[config.mk]
export PLATFORM = sky130hd
export DESIGN_NAME = reg_packer
export DESIGN_NICKNAME = d
export VERILOG_FILES = /design/src/rtl/reg_packer.sv
export SDC_FILE = /design/constraint.sdc
export NUM_CORES = 1
export LEC_CHECK = 0
export CAP_MARGIN = 20
export CORE_AREA = 2 2 114 116
export DETAILED_ROUTE_END_ITERATION = 8
export DIE_AREA = 0 0 116 118
export GPL_TIMING_DRIVEN = 0
export PLACE_DENSITY = 0.66
export SLEW_MARGIN = 20
export SYNTH_ARGS = -nofsm -noshare
export SYNTH_HDL_FRONTEND = slang
export SYNTH_SLANG_ARGS = --single-unit
[constraint.sdc]
create_clock -name clk_i -period 2.69 [get_ports clk_i]
set_input_delay 0.807 -clock clk_i [delete_from_list [all_inputs] [get_ports clk_i]]
set_output_delay 0.807 -clock clk_i [all_outputs]
set_load 0.05 [all_outputs]
[src/rtl/reg_packer.sv]
// reg_packer: 8x8 shadow register bank published as one 64-bit word; REG_PACKER_AUTO_COMMIT_EN adds commit-on-full-mask.
// Latency: commit -> rd_valid_o/rd_data_o 1 cycle; write -> mask_o 1 cycle; one word per cycle peak.
// Backpressure: a commit blocked by !rd_ready_i is held as a single merged pending request.
module reg_packer (
    input  logic        clk_i,
    input  logic        rst_n_i,
    input  logic        wr_en_i,
    input  logic [2:0]  wr_addr_i,
    input  logic [7:0]  wr_data_i,
    input  logic        commit_i,
    output logic        rd_valid_o,
    input  logic        rd_ready_i,
    output logic [63:0] rd_data_o,
    output logic [7:0]  mask_o,
    output logic        pend_o
);

    typedef enum logic {
        IDLE = 1'b0,
        HOLD = 1'b1
    } state_e;

    state_e          state_q, state_d;
    logic [7:0][7:0] sh_q, sh_d;
    logic [7:0]      mask_q, mask_d, mask_n;
    logic [63:0]     data_q, data_d;
    logic            pend_q, pend_d;
    logic            commit_req;

    // Bank and mask as they will look including this cycle's write.
    always_comb begin
        sh_d   = sh_q;
        mask_n = mask_q;
        if (wr_en_i) begin
            sh_d[wr_addr_i]   = wr_data_i;
            mask_n[wr_addr_i] = 1'b1;
        end
    end

`ifdef REG_PACKER_AUTO_COMMIT_EN
    assign commit_req = commit_i | (&mask_n);
`else
    assign commit_req = commit_i;
`endif

    always_comb begin
        state_d = state_q;
        data_d  = data_q;
        mask_d  = mask_n;
        pend_d  = pend_q;
        case (state_q)
            IDLE: begin
                if (commit_req) begin
                    data_d  = sh_d;
                    mask_d  = 8'h00;
                    state_d = HOLD;
                end
            end
            HOLD: begin
                if (rd_ready_i) begin
                    pend_d = 1'b0;
                    if (pend_q || commit_req) begin
                        // Snapshot is taken at acceptance, so writes made while pending are included.
                        data_d = sh_d;
                        mask_d = 8'h00;
                    end else begin
                        state_d = IDLE;
                    end
                end else if (commit_req) begin
                    pend_d = 1'b1;
                end
            end
            default: state_d = IDLE;
        endcase
    end

    always_ff @(posedge clk_i or negedge rst_n_i) begin
        if (!rst_n_i) begin
            state_q <= IDLE;
            sh_q    <= '0;
            mask_q  <= 8'h00;
            data_q  <= 64'h0;
            pend_q  <= 1'b0;
        end else begin
            state_q <= state_d;
            sh_q    <= sh_d;
            mask_q  <= mask_d;
            data_q  <= data_d;
            pend_q  <= pend_d;
        end
    end

    assign rd_valid_o = (state_q == HOLD);
    assign rd_data_o  = data_q;
    assign mask_o     = mask_q;
    assign pend_o     = pend_q;

endmodule
Word level (Yosys, flattened, before mapping):

Index checks and enable logic that the tools add are counted.

* eq/ne operators: 3
* muxes and demuxes: 21
* $lt $le $gt $ge: 2
* reductions and logical operators: 5
* bitwise operators: 2

Operators with widths (count)
* $mux 64: 4
* $pmux 64 s2: 1
* $bwmux 64: 1
* $mux 8: 5
* $demux 8 s3: 1
* $pmux 8 s2: 1
* $or 8x8->8: 1
* $mux 1: 6
* $lt 3x4->1 const B: 1
* $ne 2x2->1 const B: 2
* $demux 1 s3: 1
* $ge 3x1->1 const B: 1
* $reduce_and 3->1: 1
* $ne 2x1->1 const B: 1
* $pmux 1 s2: 1
* $reduce_and 2->1: 1
* $reduce_bool 2->1: 1
* $logic_and 1x1->1: 1
* $logic_or 1x1->1: 1
* $not 1->1: 1

* bits in registers: 138
* input bits: 16
* output and inout port bits: 74

Logic depth before layout (Yosys ltp):

* depth after elaboration: 9
* mapped depth: 6

Worst setup path after synthesis:

Ideal clock, no wire load.

* path kind: input port to flip-flop
* start: input wr_addr_i[2]
* end: register data_q[16] (netlist: rd_data_o[16])
* buffers on the path: 1
* library setup time: 0.125 ns
* data arrival time: 1.990 ns
* path slack: 0.576 ns
* required time: 2.565 ns
* stages on the path: 5
* path through: buf_6 nand2b_4 nor2_2 mux2_2 mux2_2

* word-level cells in the longest chain between the ends: 9
* elaborated cells on any way between the ends: 11
* classes of those cells: 2 x order compare; 8 x mux; 1 x reduce/logical

RTL lines
* start, declared: line 8 `input logic [2:0] wr_addr_i,`
* $lt 3x4->1 (implied by the code) / $ge 3x1->1 (equally long branches): line 35 `sh_d[wr_addr_i] = wr_data_i;`
* $logic_and 1x1->1 (implied by the code): line 35
* $mux 8 (implied by the code): line 35
* $demux 8 s3 *: line 35
* $bwmux 64 *: line 35
* $mux 64 *: line 34 `if (wr_en_i) begin`
* $mux 64: line 62 `if (pend_q || commit_req) begin`
* $mux 64: line 60 `if (rd_ready_i) begin`
* $pmux 64 s2 *: line 51 `case (state_q)`
* named net data_d[16]: line 26 `logic [63:0] data_q, data_d;`
* end signal, assigned: line 88 `data_q <= data_d;`
* end, declared: line 26

Mark *: on every way through the listed nets, which the timed path passes. The rest lies on a longest branch. The select of a mux whose other input is x is not followed.
A chain may end at the register's enable or synchronous reset.

Final worst setup path:

* start: register pend_q (netlist: pend_o)
* end: output pend_o

RTL lines
* start, declared: line 27 `logic pend_q, pend_d;`
* start signal, assigned: line 89 `pend_q <= pend_d;`
* end, declared: line 15 `output logic pend_o`

No word-level cell between the ends.

==> results.toml <==
[outcome]
outcome = "complete, no violations"

[yosys]
yosysTopAreaCellShare_pct = 63.32
ys_seq_elements = 138
netlist_area_um2 = 5454
synth_cell_types = 24
yosysTopAreaCell = "dfrtp_1"
yosysMostFrequentCell = "dfrtp_1"
async_reset_ff_share_pct = 100.0
synth_area_per_cell_um2 = 15.81
syn_nets = 361
ys_warn_count = 0
postSynthCellCount = 345
synth_common_cells = "138 x dfrtp_1, 128 x mux2_2, 13 x o21ai_0"
yosysSeqAreaShare_pct = 63.32
synth_ff_type = "dfrtp_1"
synthTopCellsByArea = "dfrtp_1 63%, mux2_2 26%, nand4b_4 1.3%, o21ai_0 1.2%, buf_4 0.96%"
synth_edf_count = 0

[pwr]
vdd_drop_max_v = 0.0007174
powerDensity_nw_per_um2 = 1140
leakage_nw = 3.061

[clock_tree]
cts_buffers = 17
clk_path_buf_depth = 2
cts_hold_buf = 0
clk_pin_slew_ps = 60
cts_tree = "built"
htree_levels = 4
ctsRootBufferMaster = "clkbuf_16"
cts_setup_buffers = 0
clock_latency_ps = 410
cts-resized-gates = 0
clock_sinks = 138

[placement]
dpl_worst_slack_ps = -113.3
hpwl_mm = 7.469
io_buffers = 87
place_area_um2 = 6573
place.gp.congestion = 0.8398
dpl.cell_count = 605

[setup_path]
cp.depth = 1
worstPathCellList = "clkdlybuf4s50_1"
reg2regPathDepth = 6
critPathRequiredTime_ps = 1880
critical-path-slowest-cell = "clkdlybuf4s50_1"
arrival_ps = 1630
crit_buf_inv = 1
crit_type = "flip-flop to output port"
cp_slowest_stage_delay_ps = 820
critical_path.top_delay_family = "buffers and inverters"
path_max_fanout = 5
start_kind = "flip-flop"
cp-end-kind = "output port"

[global_routing]
use_met3_pct = 5.664
gr-total-overflow = 0
grt_max_degree = 79
grt.busiest_layer = "met2"
grt_pass1_wl_mm = 18.36
met1_usage_pct = 24.26
met2_usage_pct = 27.19
grt_pass1_vias = 3432
antenna_found_initial = 0
grt_use_total_pct = 17.94

[floorplanning]
die-area_um2 = 13690
initial_core_util_pct = 43.93
die_w_um = 116
ioPinCount = 90
design.core.area_um2 = 12410
die_y_um = 118
num_rows = 41

[timing]
setup_tns_ps = 0
fmax_mhz = 410.2
rsz0062_at_grt = "no"
worstMarginPinSlew_ps = 565.2
period_minus_slack_ps = 2438
min_period_over_period_pct = 90.63
timing_hold_violations_final = 0
fin_ws_ps = 252.0
setup_viol = 0
finalMaxSlewViolations = 0
timing.slew.headroom_pct = 62.20
skew_ps = 4.179

[layout]
drive_gt1_share_pct = 38.92
nets = 468
diodes = 0
finalInstanceArea_um2 = 7147
final_cells = 637
area_delta_synth_final_pct = 31.04

[route]
first_iter_violations = 237
drc_errors = 0
routed-via-count = 3248
viasPerCell = 5.099
wl_per_cell_um = 17.84
routed_wl_mm = 11.37
dr.pass1.iters = 4
antenna_left = 0

[job]
max_cap_viol_count = 0

[min_path]
hold_class = "input pin to async pin"
==> path summary, 6_finish.rpt <==
check,start,end,slack (ps)
max,pend_o$_DFFE_PN0P_,pend_o,250
min,rst_n_i,rd_data_o[61]$_DFFE_PN0P_,310
max reg2reg,rd_valid_o$_DFF_PN0_,rd_data_o[21]$_DFFE_PN0P_,790
min reg2reg,sh_q[39]$_DFF_PN0_,sh_q[39]$_DFF_PN0_,490
max in group asynchronous,rst_n_i,sh_q[1]$_DFF_PN0_,1660
min in group clk_i,sh_q[39]$_DFF_PN0_,sh_q[39]$_DFF_PN0_,490
==> final cells by class <==
type / instances / area, µm²
tap: 172 / 215.2
sequential: 138 / 3453
timing repair buffer: 88 / 903.4
inverter: 1 / 3.754
clock inverter: 8 / 92.59
multi-input combinational: 190 / 1891
fill: 1034 / 5268
buffer: 16 / 106.4
clock buffer: 24 / 481.7
==> layout by cell type, fill, tap and decap left out, drive strengths merged <==
cell           Yosys  layout
dfrtp            138     138
mux2             128     128
clkdlybuf4s50      0      86
clkbuf             3      27
buf               13      15
o21ai             13      13
a21oi             10      10
nor2              10      10
o2111ai            6       6
nand2b             6       6
clkinv             0       5
nand2              4       4
nand4b             3       3
nor3               2       2
nand3              2       2
bufinv             0       2
nand4              2       2
nor2b              1       1
a21o               1       1
or3b               1       1
o31ai              1       1
inv                1       1
clkinvlp           0       1
==> per-layer routing <==
layer / vias to the layer above / wire (µm)
met4: 0 / 138
met1: 1676 / 5193
met3: 12 / 586
met2: 101 / 5447
met5: - / 0
li1: 1459 / -
==> power by group <==
group | internal (mW) | switching, mW | total, mW
Sequential | 2.66 | 0.278 | 2.94
Combinational | 1.12 | 1.85 | 2.97
Clock | 1.43 | 0.810 | 2.24
==> sequential cells by signal, indices dropped and copies added (netlist names), named ones only <==
name / flops
rd_data_o: 64
pend_o: 1
rd_valid_o: 1
sh_q: 64
mask_o: 1
==> logic make-up (layout without fill, tap and decap cells) <==
kind of cell	Yosys count	after routing	synth area share (%)
DFF	138	138	63.32
buffers and inverters	17	137	2.019
AOI/OAI and AO/OA	31	31	3.349
and+or+nand+nor	31	31	4.887
muxes	128	128	26.43
==> metrics by stage <==
step	hold WS, ps	utilization (%)	total power, mW
CTS	324.8	57.57	8.235
detailed placement	477.9	52.94	5.959
global placement	475.1	52.68	5.896
floorplan	466.6	-	4.904
global route	335.2	57.57	8.512
finish	307.2	57.57	8.145
No activity file was read; power rests on OpenSTA's default activity.
